--- config.mk ---
export PLATFORM = sky130hd
export DESIGN_NAME = axis_power_spectrum
export DESIGN_NICKNAME = d
export VERILOG_FILES = /design/src/rtl/axis_power_spectrum.sv
export SDC_FILE = /design/constraint.sdc
export NUM_CORES = 2
export LEC_CHECK = 0
export BUFFER_PORTS_ARGS = -buffer_cell sky130_fd_sc_hd__buf_2
export CORE_AREA = 2 2 265 267
export DETAILED_ROUTE_END_ITERATION = 12
export DIE_AREA = 0 0 267 269
export PLACE_DENSITY = 0.53
export SYNTH_ARGS = -nofsm -noshare
export SYNTH_HDL_FRONTEND = slang
export SYNTH_SLANG_ARGS = --single-unit
--- constraint.sdc ---
create_clock -name aclk -period 12.4 [get_ports aclk]
set_input_delay 1.24 -clock aclk [delete_from_list [all_inputs] [get_ports aclk]]
set_output_delay 1.24 -clock aclk [all_outputs]
set_load 0.05 [all_outputs]
--- src/rtl/axis_power_spectrum.sv ---
// rtl/axis_power_spectrum.sv - per-bin power re^2+im^2 with frame throttling; HALF_SPECTRUM_EN keeps bins 0..N/2-1 only
module axis_power_spectrum #(
  parameter int AXIS_TDATA_WIDTH_IN  = 32,
  parameter int AXIS_TDATA_WIDTH_OUT = 32,
  parameter int LOG_FFT_LENGTH       = 8,
  parameter int THROTTLE_WIDTH       = 5
) (
  input  logic                            aclk,
  input  logic                            aresetn,
  input  logic                            enable,
  input  logic [THROTTLE_WIDTH-1:0]       log_throttle,
  input  logic [AXIS_TDATA_WIDTH_IN-1:0]  S_AXIS_tdata,
  input  logic                            S_AXIS_tvalid,
  input  logic                            S_AXIS_tlast,
  output logic                            S_AXIS_tready,
  output logic [AXIS_TDATA_WIDTH_OUT-1:0] M_AXIS_tdata,
  output logic                            M_AXIS_tvalid,
  output logic                            M_AXIS_tlast,
  input  logic                            M_AXIS_tready,
  output logic                            frame_error
);
  localparam int HW  = AXIS_TDATA_WIDTH_IN / 2;
  localparam int PW  = 2 * HW;
  // Frame counter must hold 2^max_throttle - 1
  localparam int FCW = (1 << THROTTLE_WIDTH) - 1;

  localparam logic [LOG_FFT_LENGTH-1:0] BIN_ZERO = '0;
  localparam logic [LOG_FFT_LENGTH-1:0] BIN_ONE  = {{(LOG_FFT_LENGTH-1){1'b0}}, 1'b1};
  localparam logic [LOG_FFT_LENGTH-1:0] BIN_LAST = '1;
`ifdef HALF_SPECTRUM_EN
  localparam logic [LOG_FFT_LENGTH-1:0] BIN_HALF_LAST = {1'b0, {(LOG_FFT_LENGTH-1){1'b1}}};
`endif
  localparam logic [FCW-1:0] FC_ZERO = '0;
  localparam logic [FCW-1:0] FC_ONE  = {{(FCW-1){1'b0}}, 1'b1};
  localparam logic [FCW:0]   FM_ONE  = {{FCW{1'b0}}, 1'b1};

  logic [LOG_FFT_LENGTH-1:0] bin_cnt;
  logic [FCW-1:0]            frame_cnt;
  logic                      run;
  logic [THROTTLE_WIDTH-1:0] thr_latched;

  logic                      advance;
  logic                      accept;
  logic                      frame_start;
  logic                      at_last_bin;
  logic                      frame_end;
  logic                      run_eff;
  logic [THROTTLE_WIDTH-1:0] thr_eff;
  logic [FCW:0]              frame_max;
  logic                      frame_wrap;
  logic                      bin_kept;
  logic                      keep_beat;
  logic                      last_beat;

  logic                      s1_valid;
  logic                      s1_last;
  logic signed [PW-1:0]      s1_re;
  logic signed [PW-1:0]      s1_im;
  logic                      s2_valid;
  logic                      s2_last;
  logic [PW-1:0]             s2_re_sq;
  logic [PW-1:0]             s2_im_sq;

  // The whole pipeline moves as one; input is taken only when it moves
  assign advance       = !M_AXIS_tvalid || M_AXIS_tready;
  assign S_AXIS_tready = advance;
  assign accept        = S_AXIS_tvalid && advance;

  // Frame boundaries: either the count or tlast ends a frame, whichever comes first
  assign frame_start = (bin_cnt == BIN_ZERO);
  assign at_last_bin = (bin_cnt == BIN_LAST);
  assign frame_end   = at_last_bin || S_AXIS_tlast;

  // On the first beat of a frame the controls being latched already apply
  assign run_eff    = frame_start ? enable : run;
  assign thr_eff    = frame_start ? log_throttle : thr_latched;
  assign frame_max  = (FM_ONE << thr_eff) - FM_ONE;
  assign frame_wrap = ({1'b0, frame_cnt} >= frame_max);

`ifdef HALF_SPECTRUM_EN
  assign bin_kept  = !bin_cnt[LOG_FFT_LENGTH-1];
  assign keep_beat = run_eff && (frame_cnt == FC_ZERO) && bin_kept;
  assign last_beat = keep_beat && (frame_end || (bin_cnt == BIN_HALF_LAST));
`else
  assign bin_kept  = 1'b1;
  assign keep_beat = run_eff && (frame_cnt == FC_ZERO) && bin_kept;
  assign last_beat = keep_beat && frame_end;
`endif

  // Bin/frame bookkeeping, advanced once per accepted input beat
  always_ff @(posedge aclk or negedge aresetn) begin
    if (!aresetn) begin
      bin_cnt     <= BIN_ZERO;
      frame_cnt   <= FC_ZERO;
      run         <= 1'b0;
      thr_latched <= '0;
      frame_error <= 1'b0;
    end else if (accept) begin
      bin_cnt <= frame_end ? BIN_ZERO : bin_cnt + BIN_ONE;
      if (frame_start) begin
        run         <= enable;
        thr_latched <= log_throttle;
      end
      if (frame_end) begin
        frame_cnt <= frame_wrap ? FC_ZERO : frame_cnt + FC_ONE;
      end
      if (S_AXIS_tlast != at_last_bin) begin
        frame_error <= 1'b1;
      end
    end
  end

  // Valid/last flags per stage; dropped beats enter S1 as bubbles
  always_ff @(posedge aclk or negedge aresetn) begin
    if (!aresetn) begin
      s1_valid      <= 1'b0;
      s1_last       <= 1'b0;
      s2_valid      <= 1'b0;
      s2_last       <= 1'b0;
      M_AXIS_tvalid <= 1'b0;
      M_AXIS_tlast  <= 1'b0;
    end else if (advance) begin
      s1_valid      <= accept && keep_beat;
      s1_last       <= accept && last_beat;
      s2_valid      <= s1_valid;
      s2_last       <= s1_last;
      M_AXIS_tvalid <= s2_valid;
      M_AXIS_tlast  <= s2_last;
    end
  end

  // Datapath: sign-extend the halves, square them, then sum (max 2^31 fits unsigned)
  always_ff @(posedge aclk or negedge aresetn) begin
    if (!aresetn) begin
      s1_re        <= '0;
      s1_im        <= '0;
      s2_re_sq     <= '0;
      s2_im_sq     <= '0;
      M_AXIS_tdata <= '0;
    end else if (advance) begin
      s1_re        <= PW'($signed(S_AXIS_tdata[HW-1:0]));
      s1_im        <= PW'($signed(S_AXIS_tdata[PW-1:HW]));
      s2_re_sq     <= s1_re * s1_re;
      s2_im_sq     <= s1_im * s1_im;
      M_AXIS_tdata <= AXIS_TDATA_WIDTH_OUT'(s2_re_sq + s2_im_sq);
    end
  end

endmodule

==> out/results.tsv <==
stage	metric	value	unit
clocking	CTS clk-pin slew, worst paths	0.07	ns
layout	Non-Filler Instances	3951	
clocking	# resized after CTS	0	
critical_path	Critical path buffers and inverters	3	
clocking	Clock Latency Late Sink	0.50	ns
sta	setup repair after global routing missed its margin	no	
sta	Final Cycle Share	0.600	
clocking	hold buffers post-CTS	0	
layout	area of the multi-input gates	0.0201	sq mm
clocking	CTS buffer count	17	
drt	WL/cell	16.1	um
layout	fillers	6891	
placed_design	# port buffers	78	
clocking	CTS tree	built	
grt	largest net degree at the start of global routing	108	
grt	total congestion overflow	0	
sta	Slew headroom	0.362	
critical_path	Setup crit end kind	flip-flop	
sta	endpoints failing setup	0	
yosys	Main synth FF type	dfrtp_1	
sta	Fin Clk Skew	0.0262	ns
critical_path	CP startpoint kind	flip-flop	
sta	final hold vios	0	
drt	Routed WL	63500	um
yosys	sequential share of the synthesized area	0.163	
floorplanning	Die Y	269	um
critical_path	cells along the critical path	clkinv_1 -> nor2_1 -> fa_1 -> fa_1 -> fa_1 -> fa_1 -> fa_1 -> inv_1 -> fa_1 -> inv_1 -> ha_1 -> a21o_1 -> a21o_1 -> a21oi_1 -> o21ai_0 -> a41oi_1 -> o211ai_1 -> a31oi_1 -> xnor2_1 -> o21ai_0	
floorplanning	full die area	0.0718	sq mm
floorplanning	starting density of the core	0.394	
floorplanning	Core Region	0.0693	sq mm
run	MaxCap Viol Count	0	
yosys	top post-synthesis cells by area	fa_1, dfrtp_1, ha_1	
yosys	unique cell type count in the Yosys netlist	80	
grt	vias in the first global route	21469	
clocking	Clock Sinks	178	
layout	share of cells above drive strength 1	0.0541	
sta	min cycle time layout	7.44	ns
drt	drt pass-1 iters	5	
clocking	CTS max path bufs	2	
critical_path	Critical Path AT	7.78	ns
yosys	Post-Syn Nets	3744	
clocking	H-tree depth reported by CTS	4	
yosys	count leader, synth	inv_1	
min_path	type of the worst min-delay path	flip-flop to flip-flop	
yosys	Synth Warn #	0	
drt	Routed Antenna Nets	0	
drt	Initial DRC Count	1131	
placed_design	Detailed Place HPWL	51800	um
floorplanning	Horiz. Die Dim	267	um
layout	flip-flop and latch area	0.00445	sq mm
sta	max-slew violations	0	
yosys	top post-synthesis cells by count	inv_1, fa_1, nand2_1	
yosys	Post-synth EDFFs	0	
yosys	post-synthesis async set-or-reset flop share	1.00	
floorplanning	Ports	79	
placed_design	dpl cells	3919	
yosys	leading area contributor after synthesis	fa_1	
yosys	share of the synthesized area in the top cell type	0.343	
clocking	CTS root buffer	clkbuf_16	
clocking	Setup Buffers After CTS	0	
sta	Fmax achieved	0.134	GHz
grt	first-pass GRT wire length	108000	um
yosys	Mapped Area	0.0273	sq mm
drt	Vias	19670	
layout	diode count	0	
layout	area grow syn2layout	7.02	%
drt	Via-to-Cell Ratio	4.98	
sta	worst-margin pin slew	0.957	ns
sta	TNS Setup	0	ns
critical_path	Setup CP Type	flip-flop to flip-flop	
layout	number of nets in the layout	3760	
floorplanning	FP Rows	97	
run_status	status	complete, no violations	
critical_path	CP max stage cell	fa_1	
critical_path	worst-path maximum fanout	17	
critical_path	WP data required	12.75	ns
critical_path	cell mode on critical path	fa_1	
yosys	gate count of the mapped netlist	2982	
critical_path	Worst path top cell family by delay	adder cells	
grt	initial antenna violation count	1	
drt	Post-route DRC	0	
placed_design	Final GP Congestion	0.856	
yosys	syn_area_per_cell	9.15	sq um
critical_path	slowest stage delay, CP	0.90	ns
yosys	Synth Register Bits	178	
grt	Total GRT Usage	0.191	
-- cell type report --
| cell class | instances | area share |
|---|---|---|
| multi-input combinational | 2071 | 0.687 |
| clock inverter | 14 | 0.00634 |
| sequential | 178 | 0.153 |
| timing repair buffer | 84 | 0.0152 |
| clock buffer | 18 | 0.0150 |
| inverter | 646 | 0.0832 |
| tap | 940 | 0.0403 |
-- sequential cells by signal, summed over array words and instances, names as in the netlist, 5 cells and up --
signal	cells
bin_cnt	8
s2_re_sq	31
s2_im_sq	31
frame_cnt	31
thr_latched	5
M_AXIS_tdata	32
s1_im	16
s1_re	16
-- kinds of logic after synthesis --
group	Yosys count	synth area share
simple gates	792	0.132
buf+inv	733	0.101
fa+ha+maj	719	0.458
compound gates	409	0.0947
flops	178	0.163
xor+xnor	137	0.0440
mux	14	0.00605
-- worst reg2reg max path, stage by stage (launching register included) --
cell	delay (ns)
dfrtp_1	0.68
clkinv_1	0.60
nor2_1	0.40
fa_1	0.61
fa_1	0.91
fa_1	0.53
fa_1	0.51
fa_1	0.49
inv_1	0.05
fa_1	0.47
inv_1	0.04
ha_1	0.34
a21o_1	0.19
a21o_1	0.16
a21oi_1	0.14
o21ai_0	0.09
a41oi_1	0.45
o211ai_1	0.19
a31oi_1	0.23
xnor2_1	0.14
o21ai_0	0.09
-- layer usage --
metal / part of all wire / vias to the layer above / wire length (um) / GRT usage
met5: 0 / - / 0 / 0
met4: 0.026 / 0 / 1670 / 0.0600
met3: 0.028 / 86 / 1770 / 0.0250
met2: 0.50 / 279 / 31900 / 0.333
met1: 0.44 / 10006 / 28100 / 0.247
li1: - / 9299 / - / -
-- metrics by stage --
stage               area, sq um  setup WS, ns  hold WS, ns  utilization
finish                    29200          4.96        0.454        0.421
detailed placement        28600          5.02        0.439        0.412
floorplan                 27300          6.23        0.430            -
CTS                       29200          4.97        0.457        0.421
global route              29200          4.33        0.497        0.421
global placement          28600          5.24        0.434        0.412
-- final timing paths --
| kind | cells past startpoint | slack [ns] | startpoint | endpoint |
|---|---|---|---|---|
| hold reg to reg | 1 | 0.45 | frame_error | frame_error |
| setup reg to reg | 20 | 4.96 | s1_im[15] | s2_im_sq[31] |
| hold / removal | 1 | 0.45 | frame_error | frame_error |
| setup / recovery | 20 | 4.96 | s1_im[15] | s2_im_sq[31] |
| max in group asynchronous | 2 | 9.98 | aresetn | s1_im[8] |
| min in group asynchronous | 1 | 0.84 | aresetn | frame_cnt[19] |
-- cells in the final DEF, fill, tap and decap left out, types with 54 or more instances in the layout --
| master | synthesis | final |
|---|---|---|
| inv_1 | 641 | 640 |
| fa_1 | 467 | 467 |
| nand2_1 | 356 | 356 |
| ha_1 | 252 | 252 |
| dfrtp_1 | 178 | 178 |
| nor2_1 | 177 | 177 |
| o21ai_0 | 117 | 117 |
| a21oi_1 | 109 | 109 |
| xnor2_1 | 83 | 83 |
| buf_2 | 2 | 77 |
| and2_1 | 75 | 75 |
| xor2_1 | 54 | 54 |
Power is left out: the tool's default activity adds up to more than one toggle a clock period on the data nets, which glitch-free logic cannot reach.
